### src/rtl/ulpi_phy_responder.sv
// ulpi_phy_responder
// -------------------
// PHY-side model of a ULPI transceiver.
// - Answers link TXCMDs: register read, register write and packet transmit.
// - Injects received USB bytes toward the link using RXCMD framing.
// All outputs are registered except rx_ready. rx_ready is a combinational
// acknowledge of the byte currently presented on rx_byte.
//
// Ports
//   CLKOUT, RESET        60 MHz clock; synchronous active-high reset
//   STP, link_data       link stop strobe and link-driven bus value
//   DIR, NXT, phy_data   PHY bus ownership, throttle and PHY-driven bus value
//   line_state           LineState reported in RXCMD bits [1:0]
//   rx_valid/rx_ready    receive byte handshake (rx_byte, rx_last)
//   tx_byte(_valid)      transmit payload byte stream taken from the link
//   tx_pid, tx_len       PID and saturating byte count of the last packet
//   tx_done              one-cycle pulse at the end of a packet
//   func_ctrl, otg_ctrl  current control register values
//   cmd_abort, reg_err   one-cycle pulses: discarded TXCMD, malformed write
//   dbg_state            current FSM state, for checkers
//
// Optional build macro: ULPI_RXCMD_ON_WRITE_EN
//   When defined, the PHY sends an unsolicited RXCMD after any committed
//   write that changes func_ctrl.
//
// Receive handshake: a byte moves from the source to the PHY on a clock edge
// where rx_valid and rx_ready are both high. rx_ready never depends on
// anything the source drives other than rx_valid. rx_byte and rx_last must
// stay stable while rx_valid is high and rx_ready is low.

module ulpi_phy_responder #(
    parameter logic [15:0] VENDOR_ID     = 16'h0424,
    parameter logic [15:0] PRODUCT_ID    = 16'h0004,
    parameter logic [7:0]  FUNC_CTRL_RST = 8'h41,
    parameter logic [7:0]  OTG_CTRL_RST  = 8'h06
) (
    input  logic       CLKOUT,
    input  logic       RESET,
    input  logic       STP,
    input  logic [7:0] link_data,
    output logic       DIR,
    output logic       NXT,
    output logic [7:0] phy_data,
    input  logic [1:0] line_state,
    input  logic       rx_valid,
    input  logic [7:0] rx_byte,
    input  logic       rx_last,
    output logic       rx_ready,
    output logic [7:0] tx_byte,
    output logic       tx_byte_valid,
    output logic [3:0] tx_pid,
    output logic [7:0] tx_len,
    output logic       tx_done,
    output logic [7:0] func_ctrl,
    output logic [7:0] otg_ctrl,
    output logic       cmd_abort,
    output logic       reg_err,
    output logic [4:0] dbg_state
);

    // Each state names what is on the bus while that state is current.
    // Outputs are computed for the next state and registered with it.
    typedef enum logic [4:0] {
        IDLE, WR_CMD, WR_DATA, WR_STP,
        RD_CMD, RD_TURN, RD_DATA, RD_TURN_OUT,
        TX_CMD, TX_DATA,
        RX_TURN, RX_DATA, RX_LAST, RX_END, RX_TURN_OUT,
        UR_TURN, UR_CMD, UR_TURN_OUT
    } state_t;

    state_t     r_state, w_state_nx;
    logic       r_dir, w_dir_nx, r_nxt, w_nxt_nx;
    logic [7:0] r_phy_data, w_phy_nx;
    logic [5:0] r_addr, w_addr_nx;
    logic [7:0] r_wdata, w_wdata_nx;
    logic [7:0] r_tx_byte, w_tx_byte_nx;
    logic       r_tx_bv, w_tx_bv_nx;
    logic [3:0] r_tx_pid, w_tx_pid_nx;
    logic [7:0] r_tx_cnt, w_tx_cnt_nx, r_tx_len, w_tx_len_nx;
    logic       r_tx_done, w_tx_done_nx;
    logic [7:0] r_func_ctrl, w_func_nx, r_otg_ctrl, w_otg_nx;
    logic       r_cmd_abort, w_cmd_abort_nx, r_reg_err, w_reg_err_nx;
    logic [7:0] w_rd_val, w_func_wr, w_otg_wr;
    logic [7:0] w_rxcmd_active, w_rxcmd_idle;

    assign w_rxcmd_active = {2'b00, 2'b01, 2'b00, line_state};
    assign w_rxcmd_idle   = {2'b00, 2'b00, 2'b00, line_state};

    // Register read map.
    always_comb begin
        w_rd_val = 8'h00;
        case (r_addr)
            6'h00:               w_rd_val = VENDOR_ID[7:0];
            6'h01:               w_rd_val = VENDOR_ID[15:8];
            6'h02:               w_rd_val = PRODUCT_ID[7:0];
            6'h03:               w_rd_val = PRODUCT_ID[15:8];
            6'h04, 6'h05, 6'h06: w_rd_val = r_func_ctrl;
            6'h0A, 6'h0B, 6'h0C: w_rd_val = r_otg_ctrl;
            default:             w_rd_val = 8'h00;
        endcase
    end

    // Register values a committed write would produce.
    always_comb begin
        w_func_wr = r_func_ctrl;
        w_otg_wr  = r_otg_ctrl;
        case (r_addr)
            6'h04:   w_func_wr = r_wdata;
            6'h05:   w_func_wr = r_func_ctrl | r_wdata;
            6'h06:   w_func_wr = r_func_ctrl & ~r_wdata;
            6'h0A:   w_otg_wr  = r_wdata;
            6'h0B:   w_otg_wr  = r_otg_ctrl | r_wdata;
            6'h0C:   w_otg_wr  = r_otg_ctrl & ~r_wdata;
            default: ;
        endcase
    end

    always_comb begin
        w_state_nx     = r_state;
        w_dir_nx       = 1'b0;
        w_nxt_nx       = 1'b0;
        w_phy_nx       = 8'h00;
        w_addr_nx      = r_addr;
        w_wdata_nx     = r_wdata;
        w_tx_byte_nx   = r_tx_byte;
        w_tx_bv_nx     = 1'b0;
        w_tx_pid_nx    = r_tx_pid;
        w_tx_cnt_nx    = r_tx_cnt;
        w_tx_len_nx    = r_tx_len;
        w_tx_done_nx   = 1'b0;
        // FUNC_CTRL bit5 (Reset) clears itself one cycle after it is set.
        w_func_nx      = r_func_ctrl & 8'hDF;
        w_otg_nx       = r_otg_ctrl;
        w_cmd_abort_nx = 1'b0;
        w_reg_err_nx   = 1'b0;
        case (r_state)
            IDLE: begin
                if (rx_valid) begin
                    // Receive wins; a TXCMD in the same cycle is dropped.
                    w_state_nx     = RX_TURN;
                    w_dir_nx       = 1'b1;
                    w_cmd_abort_nx = (link_data[7:6] != 2'b00);
                end else begin
                    w_addr_nx = link_data[5:0];
                    case (link_data[7:6])
                        2'b01: begin
                            w_state_nx  = TX_CMD;
                            w_nxt_nx    = 1'b1;
                            w_tx_pid_nx = link_data[3:0];
                            w_tx_cnt_nx = 8'h00;
                        end
                        2'b10: begin w_state_nx = WR_CMD; w_nxt_nx = 1'b1; end
                        2'b11: begin w_state_nx = RD_CMD; w_nxt_nx = 1'b1; end
                        default: ;
                    endcase
                end
            end
            WR_CMD: begin
                if (STP) begin w_state_nx = IDLE; w_reg_err_nx = 1'b1; end
                else begin w_state_nx = WR_DATA; w_nxt_nx = 1'b1; end
            end
            WR_DATA: begin
                if (STP) begin w_state_nx = IDLE; w_reg_err_nx = 1'b1; end
                else begin w_state_nx = WR_STP; w_wdata_nx = link_data; end
            end
            WR_STP: begin
                w_state_nx = IDLE;
                if (STP) begin
                    w_func_nx = w_func_wr;
                    w_otg_nx  = w_otg_wr;
`ifdef ULPI_RXCMD_ON_WRITE_EN
                    if (w_func_wr != r_func_ctrl) begin
                        w_state_nx = UR_TURN;
                        w_dir_nx   = 1'b1;
                    end
`endif
                end else begin
                    w_reg_err_nx = 1'b1;
                end
            end
            RD_CMD:      begin w_state_nx = RD_TURN; w_dir_nx = 1'b1; end
            RD_TURN:     begin w_state_nx = RD_DATA; w_dir_nx = 1'b1; w_phy_nx = w_rd_val; end
            RD_DATA:     w_state_nx = RD_TURN_OUT;
            RD_TURN_OUT: w_state_nx = IDLE;
            TX_CMD, TX_DATA: begin
                if (STP) begin
                    w_state_nx   = IDLE;
                    w_tx_len_nx  = r_tx_cnt;
                    w_tx_done_nx = 1'b1;
                end else begin
                    w_state_nx = TX_DATA;
                    w_nxt_nx   = 1'b1;
                    // In TX_CMD the link still holds the TXCMD: not payload.
                    if (r_state == TX_DATA) begin
                        w_tx_byte_nx = link_data;
                        w_tx_bv_nx   = 1'b1;
                        w_tx_cnt_nx  = (r_tx_cnt == 8'hFF) ? r_tx_cnt : r_tx_cnt + 8'd1;
                    end
                end
            end
            RX_TURN: begin
                // First bus cycle after turnaround carries an RxActive RXCMD.
                w_state_nx = RX_DATA;
                w_dir_nx   = 1'b1;
                w_phy_nx   = w_rxcmd_active;
            end
            RX_DATA: begin
                w_dir_nx = 1'b1;
                if (rx_valid) begin
                    w_nxt_nx = 1'b1;
                    w_phy_nx = rx_byte;
                    if (rx_last) w_state_nx = RX_LAST;
                end else begin
                    w_phy_nx = w_rxcmd_active;
                end
            end
            RX_LAST: begin
                w_state_nx = RX_END;
                w_dir_nx   = 1'b1;
                w_phy_nx   = w_rxcmd_idle;
            end
            RX_END:      w_state_nx = RX_TURN_OUT;
            RX_TURN_OUT: w_state_nx = IDLE;
`ifdef ULPI_RXCMD_ON_WRITE_EN
            UR_TURN: begin
                w_state_nx = UR_CMD;
                w_dir_nx   = 1'b1;
                w_phy_nx   = w_rxcmd_idle;
            end
            UR_CMD:      w_state_nx = UR_TURN_OUT;
            UR_TURN_OUT: w_state_nx = IDLE;
`endif
            default:     w_state_nx = IDLE;
        endcase
    end

    always_ff @(posedge CLKOUT) begin
        if (RESET) begin
            r_state     <= IDLE;
            r_dir       <= 1'b0;
            r_nxt       <= 1'b0;
            r_phy_data  <= 8'h00;
            r_addr      <= 6'h00;
            r_wdata     <= 8'h00;
            r_tx_byte   <= 8'h00;
            r_tx_bv     <= 1'b0;
            r_tx_pid    <= 4'h0;
            r_tx_cnt    <= 8'h00;
            r_tx_len    <= 8'h00;
            r_tx_done   <= 1'b0;
            r_func_ctrl <= FUNC_CTRL_RST;
            r_otg_ctrl  <= OTG_CTRL_RST;
            r_cmd_abort <= 1'b0;
            r_reg_err   <= 1'b0;
        end else begin
            r_state     <= w_state_nx;
            r_dir       <= w_dir_nx;
            r_nxt       <= w_nxt_nx;
            r_phy_data  <= w_phy_nx;
            r_addr      <= w_addr_nx;
            r_wdata     <= w_wdata_nx;
            r_tx_byte   <= w_tx_byte_nx;
            r_tx_bv     <= w_tx_bv_nx;
            r_tx_pid    <= w_tx_pid_nx;
            r_tx_cnt    <= w_tx_cnt_nx;
            r_tx_len    <= w_tx_len_nx;
            r_tx_done   <= w_tx_done_nx;
            r_func_ctrl <= w_func_nx;
            r_otg_ctrl  <= w_otg_nx;
            r_cmd_abort <= w_cmd_abort_nx;
            r_reg_err   <= w_reg_err_nx;
        end
    end

    assign DIR           = r_dir;
    assign NXT           = r_nxt;
    assign phy_data      = r_phy_data;
    assign rx_ready      = (r_state == RX_DATA) && rx_valid;
    assign tx_byte       = r_tx_byte;
    assign tx_byte_valid = r_tx_bv;
    assign tx_pid        = r_tx_pid;
    assign tx_len        = r_tx_len;
    assign tx_done       = r_tx_done;
    assign func_ctrl     = r_func_ctrl;
    assign otg_ctrl      = r_otg_ctrl;
    assign cmd_abort     = r_cmd_abort;
    assign reg_err       = r_reg_err;
    assign dbg_state     = r_state;

endmodule
### config.mk
export PLATFORM = sky130hd
export DESIGN_NAME = ulpi_phy_responder
export DESIGN_NICKNAME = d
export VERILOG_FILES = /design/src/rtl/ulpi_phy_responder.sv
export SDC_FILE = /design/constraint.sdc
export NUM_CORES = 1
export LEC_CHECK = 0
export CAP_MARGIN = 40
export CORE_AREA = 2 2 129 68
export DETAILED_ROUTE_END_ITERATION = 8
export DIE_AREA = 0 0 131 70
export DONT_BUFFER_PORTS = 1
export HOLD_SLACK_MARGIN = 0.06
export PLACE_DENSITY = 0.56
export SLEW_MARGIN = 20
export SYNTH_ARGS = -nofsm -noshare
export SYNTH_HDL_FRONTEND = slang
export SYNTH_SLANG_ARGS = --single-unit
### constraint.sdc
create_clock -name CLKOUT -period 2.7 [get_ports CLKOUT]
set_clock_uncertainty 0.1 [all_clocks]
set_input_delay 0.675 -clock CLKOUT [delete_from_list [all_inputs] [get_ports CLKOUT]]
set_output_delay 0.675 -clock CLKOUT [all_outputs]
set_load 0.01 [all_outputs]
==> results of run 1 <==
[worst max path at each step]
| stage | from | endpoint | slack, ns | cells past startpoint |
|---|---|---|---|---|
| after floorplan | rx_valid | rx_ready | 0.49 | 3 |
| after global placement | dbg_state[3]$_SDFFE_PP0P_ | rx_ready | 0.54 | 2 |
| after detailed placement | dbg_state[3]$_SDFFE_PP0P_ | r_tx_cnt[5]$_SDFFE_PP0P_ | 0.46 | 5 |
| after CTS | dbg_state[3]$_SDFFE_PP0P_ | rx_ready | 0.12 | 2 |
| after global routing | dbg_state[3]$_SDFFE_PP0P_ | rx_ready | 0.002 | 2 |
| final | dbg_state[3]$_SDFFE_PP0P_ | rx_ready | 0.14 | 2 |
[worst max-delay path, cell delays in order (launching register included)]
cell and delay, ns:
dfxtp_1 0.68, nand2_1 0.28, nor3_2 0.50
[through the flow]
stage,instance area (µm²),utilization [%],std cells,setup WS [ns]
finish,3960,47.9,522,0.139
detailed placement,3680,44.5,505,0.458
global placement,3670,44.4,504,0.538
floorplan,3570,-,405,0.494
CTS,3950,47.8,521,0.124
global route,3960,47.9,522,0.00177
[power breakdown]
group	internal, W	switching, W	total (W)
Clock	0.000648	0.000464	0.00111
Sequential	0.00121	0.000172	0.00138
Combinational	0.000332	0.000525	0.000857
[final cells by class]
class,instances,share of cell area [%]
Inverter,11,1.04
Timing Repair Buffer,15,2.85
Tap cell,117,3.70
Clock buffer,13,6.33
Sequential cell,76,38.5
Multi-Input combinational cell,287,47.1
Clock inverter,3,0.569
[cells by family after synthesis]
group | count (synthesis) | synth area share (%)
AND/OR/NAND/NOR | 157 | 23.8
AO/OA/AOI/OAI | 106 | 21.6
flip-flops | 76 | 42.6
buffers and inverters | 42 | 5.36
multiplexers | 21 | 5.89
adder cells (fa/ha/maj) | 1 | 0.351
other | 1 | 0.105
XOR/XNOR | 1 | 0.245
[synthesized netlist by cell type, types with 3 or more instances]
cell type / number
dfxtp_1: 76
nand2_1: 40
a21oi_1: 34
nor2_1: 30
mux2i_1: 21
nand3_1: 21
clkbuf_1: 18
inv_1: 11
nand2b_1: 9
buf_2: 8
o21a_1: 8
o21ai_0: 8
o31ai_1: 8
or4_1: 8
a222oi_1: 5
and4_1: 5
nand4_1: 5
nor2b_1: 5
nor3b_1: 5
o211ai_1: 5
and2_1: 4
and3_1: 4
a21o_1: 3
a22oi_1: 3
a32oi_1: 3
o22ai_1: 3
o32ai_1: 3
o32ai_2: 3
[layer usage]
metal / GRT usage (%) / up-vias / share of wire, %
met4: 5.79 / 0 / 0.54
met1: 35.8 / 1486 / 51
met3: 8.43 / 6 / 9.3
met5: 0 / - / 0
met2: 29.8 / 129 / 39
li1: - / 1495 / -
[registers in the layout, indices dropped and copies added, names as in the netlist]
register / flops
func_ctrl: 8
otg_ctrl: 8
phy_data: 8
r_tx_cnt: 8
r_wdata: 8
tx_byte: 8
tx_len: 8
r_addr: 6
dbg_state: 4
tx_pid: 4
DIR: 1
NXT: 1
cmd_abort: 1
reg_err: 1
tx_byte_valid: 1
tx_done: 1
==> flow_summary.ini, run 1 <==
[sta]
finalMaxSlewViolations = 0
period_share_pct = 94.8
hold_ws_ns = 0.300
worst_pin_slew_ns = 0.568
min_period_ns = 2.56
max_freq_mhz = 391
timing.setup.tns_ns = 0
relSlewSlack_pct = 62.1
setup-violations-final = 0
rsz0062_at_grt = no
hold_violations = 0

[synth]
syn_inst = 405
synth_area_um2 = 3570
synth.area.top_cells = dfxtp_1 43%, mux2i_1 5.9%, a21oi_1 4.8%, nand2_1 4.2%, nor2_1 3.2%
synth.avg_cell_area_um2 = 8.81
ys_types = 65
synth_top_cell_by_area = dfxtp_1
synth_seq_area_share_pct = 42.6
synth_seq_cells = 76
synth_edf_count = 0
async_flop_share_pct = 0
synth.top_cell.area_share_pct = 42.6
yosysWarnings = 0
synth_top_flop_cell = dfxtp_1
synthesis.nets = 429

[floorplanning]
io_pins = 79
die-area_um2 = 9170
core_um2 = 8260
std_cell_rows = 24
start_util_pct = 43.2
dieWidth_um = 131
die_y_um = 70

[placed_design]
finalWeightedCongestion = 0.873
dp_hpwl_um = 7450
portBuffers = 0

[grt]
grt_usage_pct = 23.2
antenna_found_initial = 0
grt_pass1_wl_um = 16200
grt-ovfl-total = 0
grt_max_degree = 55
first_global_vias = 2959

[flow_run]
max-cap-violations = 0

[critical_path]
r2r_slack_ns = 0.45
cp.arrival_ns = 1.79
cp_max_fo = 15
startpoint_type = flop
crit_type = reg -> out
crit_path_end_kind = output port
rr_endpoint = r_tx_cnt[5]$_SDFFE_PP0P_
rr_worst_depth = 5
reg2reg_from = dbg_state[3]$_SDFFE_PP0P_
worst_ep_required_time_ns = 1.92

[routing]
via_count = 3116
drtAntennaViolNets = 0
wl_per_cell_um = 19.5
wl_um = 10200
drc = 0
dr.pass1.iters = 6
viasPerCell = 5.97
drt_iter0_markers = 352

[clock_network]
cts_root_buffer = clkbuf_16
cts_buffers = 9
clockBufferDepth = 2
cts_hold_buf = 0
clock_sinks = 76
ctsResizeCount = 0
h-tree-depth = 3
clock_latency_ns = 0.34
clk_pin_slew_ns = 0.06
postCtsSetupBuffers = 0
cts_tree = built

[final_layout]
layout.nets = 424
register_area_um2 = 1520
fillers = 790
area_delta_synth_final_pct = 10.9
antenna_cells = 0
multi_input_area_um2 = 1860
layout_commonest_cell = dfxtp_1
mostFrequentLayoutCells = 76 x dfxtp_1, 40 x nand2_1, 34 x a21oi_1, 30 x nor2_1
layout-drive-gt1-share_pct = 10.4

[hold_path]
min_from = RESET
hold-path-cell-count = 1
min_to = tx_len[6]$_SDFFE_PP0P_
hp-class = in -> reg

[power]
ir_drop_mv = 0.451
power_w = 0.00335
p_leak_nw = 1.36
power.density_nw_per_um2 = 848

[outcome]
run_status = completed
Power figures use the tool's default switching activity.
==> inputs of run 2 (changes only) <==
--- a/config.mk
+++ b/config.mk
@@ -5,13 +5,16 @@
 export SDC_FILE = /design/constraint.sdc
 export NUM_CORES = 1
 export LEC_CHECK = 0
+export ABC_CLOCK_PERIOD_IN_PS = 2700
 export CAP_MARGIN = 40
 export CORE_AREA = 2 2 129 68
+export CTS_CLUSTER_SIZE = 40
 export DETAILED_ROUTE_END_ITERATION = 8
 export DIE_AREA = 0 0 131 70
 export DONT_BUFFER_PORTS = 1
 export HOLD_SLACK_MARGIN = 0.06
 export PLACE_DENSITY = 0.56
+export SKIP_LAST_GASP = 1
 export SLEW_MARGIN = 20
 export SYNTH_ARGS = -nofsm -noshare
 export SYNTH_HDL_FRONTEND = slang
==> results of run 2 <==
Same layout as run 1: the final DEF is identical, and so are final timing and power.
==> inputs of run 3 (changes only) <==
--- a/config.mk
+++ b/config.mk
@@ -5,12 +5,13 @@
 export SDC_FILE = /design/constraint.sdc
 export NUM_CORES = 1
 export LEC_CHECK = 0
+export ABC_AREA = 1
 export ABC_CLOCK_PERIOD_IN_PS = 2700
 export CAP_MARGIN = 40
-export CORE_AREA = 2 2 129 68
+export CORE_AREA = 2 2 132 70
 export CTS_CLUSTER_SIZE = 40
 export DETAILED_ROUTE_END_ITERATION = 8
-export DIE_AREA = 0 0 131 70
+export DIE_AREA = 0 0 134 72
 export DONT_BUFFER_PORTS = 1
 export HOLD_SLACK_MARGIN = 0.06
 export PLACE_DENSITY = 0.56
==> flow_summary.ini, run 3 <==
[clock_network]
postCtsSetupBuffers = 0
cts_tree = built
clock_latency_ns = 0.33
h-tree-depth = 3
clockBufferDepth = 2
cts_hold_buf = 0
clock_sinks = 76
ctsResizeCount = 0
clk_pin_slew_ns = 0.06
cts_buffers = 9
cts_root_buffer = clkbuf_16

[power]
swShare_pct = 39.7
power_w = 0.00386
pwr-share-clk_pct = 31.5
internal_power_w = 0.00233
p_leak_nw = 1.60
power.density_nw_per_um2 = 940
ir_drop_mv = 0.345
combPwrFrac_pct = 29.5
switching_power_w = 0.00153
seqPwrFrac_pct = 39.0

[placed_design]
dp.cells = 642
dp_hpwl_um = 8660
portBuffers = 0
finalWeightedCongestion = 0.937

[grt]
grt_max_degree = 38
grt_usage_pct = 24.4
grt-ovfl-total = 0
grt_pass1_wl_um = 18000
first_global_vias = 3260
antenna_found_initial = 0

[synth]
synth_top_cell_by_area = dfxtp_1
synth.avg_cell_area_um2 = 6.92
synth_common_cells = 117 x nand2_1, 76 x dfxtp_1, 63 x a21oi_1
synth.area.top_cells = dfxtp_1 41%, nand2_1 12%, a21oi_1 8.5%, o21ai_0 6.8%, nand3_1 6.4%
synth_edf_count = 0
synth_seq_area_share_pct = 40.8
syn_inst = 539
synth.top_cell.area_share_pct = 40.8
yosysMostFrequentCell = nand2_1
async_flop_share_pct = 0
synth_seq_cells = 76
synth_area_um2 = 3730
ys_types = 32
synth_top_flop_cell = dfxtp_1
yosysWarnings = 0
synthesis.nets = 563

[floorplanning]
io_pins = 79
die-area_um2 = 9650
die_y_um = 72
std_cell_rows = 24
start_util_pct = 44.2
dieWidth_um = 134
core_um2 = 8440

[critical_path]
cp.arrival_ns = 1.58
worst_ep_required_time_ns = 1.92
cp_max_fo = 9
crit_type = reg -> out
crit_path_end_kind = output port
startpoint_type = flop

[sta]
finalMaxSlewViolations = 0
worst_pin_slew_ns = 0.914
timing.setup.tns_ns = 0
hold_violations = 0
period_share_pct = 87.2
setup-violations-final = 0
max_freq_mhz = 425
min_period_ns = 2.35
relSlewSlack_pct = 38.6
rsz0062_at_grt = no

[routing]
wl_met3_um = 1400
met2WireLength_um = 4190
wl_per_cell_um = 17.5
drc = 0
top_layer = met4
wl_um = 11500
drtAntennaViolNets = 0
viasPerCell = 5.55
drt_iter0_markers = 342
wl_met1_um = 5840
via_count = 3650
dr.pass1.iters = 5

[hold_path]
hp-class = in -> reg

[final_layout]
layout-drive-gt1-share_pct = 9.43
antenna_cells = 0
layout_commonest_cell = nand2_1
final_util_pct = 48.7
layout.nets = 560
area_delta_synth_final_pct = 10.3
final_cells = 658
mostFrequentLayoutCells = 117 x nand2_1, 76 x dfxtp_1, 63 x a21oi_1, 54 x nor2_1, 53 x inv_1

[outcome]
run_status = completed

[flow_run]
max-cap-violations = 0
==> run 3: cell count changes in the layout (fill, tap and decap cells not counted), sizes merged, moves of 13 or more <==
| cell | before | now |
|---|---|---|
| buf | 14 | 1 |
| o21ai | 9 | 51 |
| nand2 | 41 | 125 |
| inv | 11 | 59 |
| mux2i | 21 | 0 |
| nand3 | 21 | 53 |
| nor2 | 31 | 67 |
| a21oi | 34 | 63 |
==> run 3: layout make-up <==
type | count | area, µm²
fill | 845 | 4330
multi-input combinational | 387 | 1900
sequential | 76 | 1520
clock buffer | 10 | 239
inverter | 61 | 230
tap | 117 | 146
clock inverter | 6 | 63.8
timing repair buffer | 1 | 7.51
==> run 3: worst paths after layout <==
path,start,end,slack [ns],depth (start not counted)
setup reg to reg,r_addr[1]$_SDFFE_PP0P_,otg_ctrl[5]$_SDFFE_PP0P_,0.66,6
setup / recovery,dbg_state[0]$_SDFFE_PP0P_,rx_ready,0.35,4
hold reg to reg,r_wdata[2]$_SDFFE_PP0P_,otg_ctrl[2]$_SDFFE_PP1P_,0.40,2
hold / removal,RESET,phy_data[1]$_SDFF_PP0_,0.31,1
==> run 3: kinds of logic (layout without fill, tap and decap cells) <==
logic type,Yosys count,count (layout),synth area share [%]
xor+xnor,1,1,0.235
flops,76,76,40.8
fa+ha+maj,1,1,0.336
simple gates,264,264,33.9
compound gates,120,120,16.5
other cells,1,1,0.101
buf+inv,76,78,8.16
==> run 3: power by group through the flow <==
stage               registers, W  clock network, W  logic (W)
detailed placement       0.00153                 0    0.00111
floorplan                0.00148                 0   0.000860
global placement         0.00152                 0    0.00110
finish                   0.00151           0.00122    0.00114
global route             0.00153           0.00127    0.00126
CTS                      0.00151           0.00124    0.00111
==> run 3: metrics by stage <==
step	setup WS [ns]	instance area (µm²)	hold WS, ns
global route	0.241	4110	0.297
CTS	0.353	4110	0.297
global placement	0.722	3810	0.387
finish	0.346	4110	0.306
floorplan	0.889	3730	0.354
detailed placement	0.660	3810	0.390
==> run 3: per-layer routing <==
metal	track usage, %	vias up
li1	-	1764
met3	9.01	12
met2	30.8	197
met1	38.0	1677
met4	5.67	0
met5	0	-
==> run 3: worst max-delay path, cell delays in order (launching register included) <==
cell	delay [ns]
dfxtp_1	0.55
nand2_1	0.16
inv_1	0.12
nand2_1	0.13
nor2_4	0.28
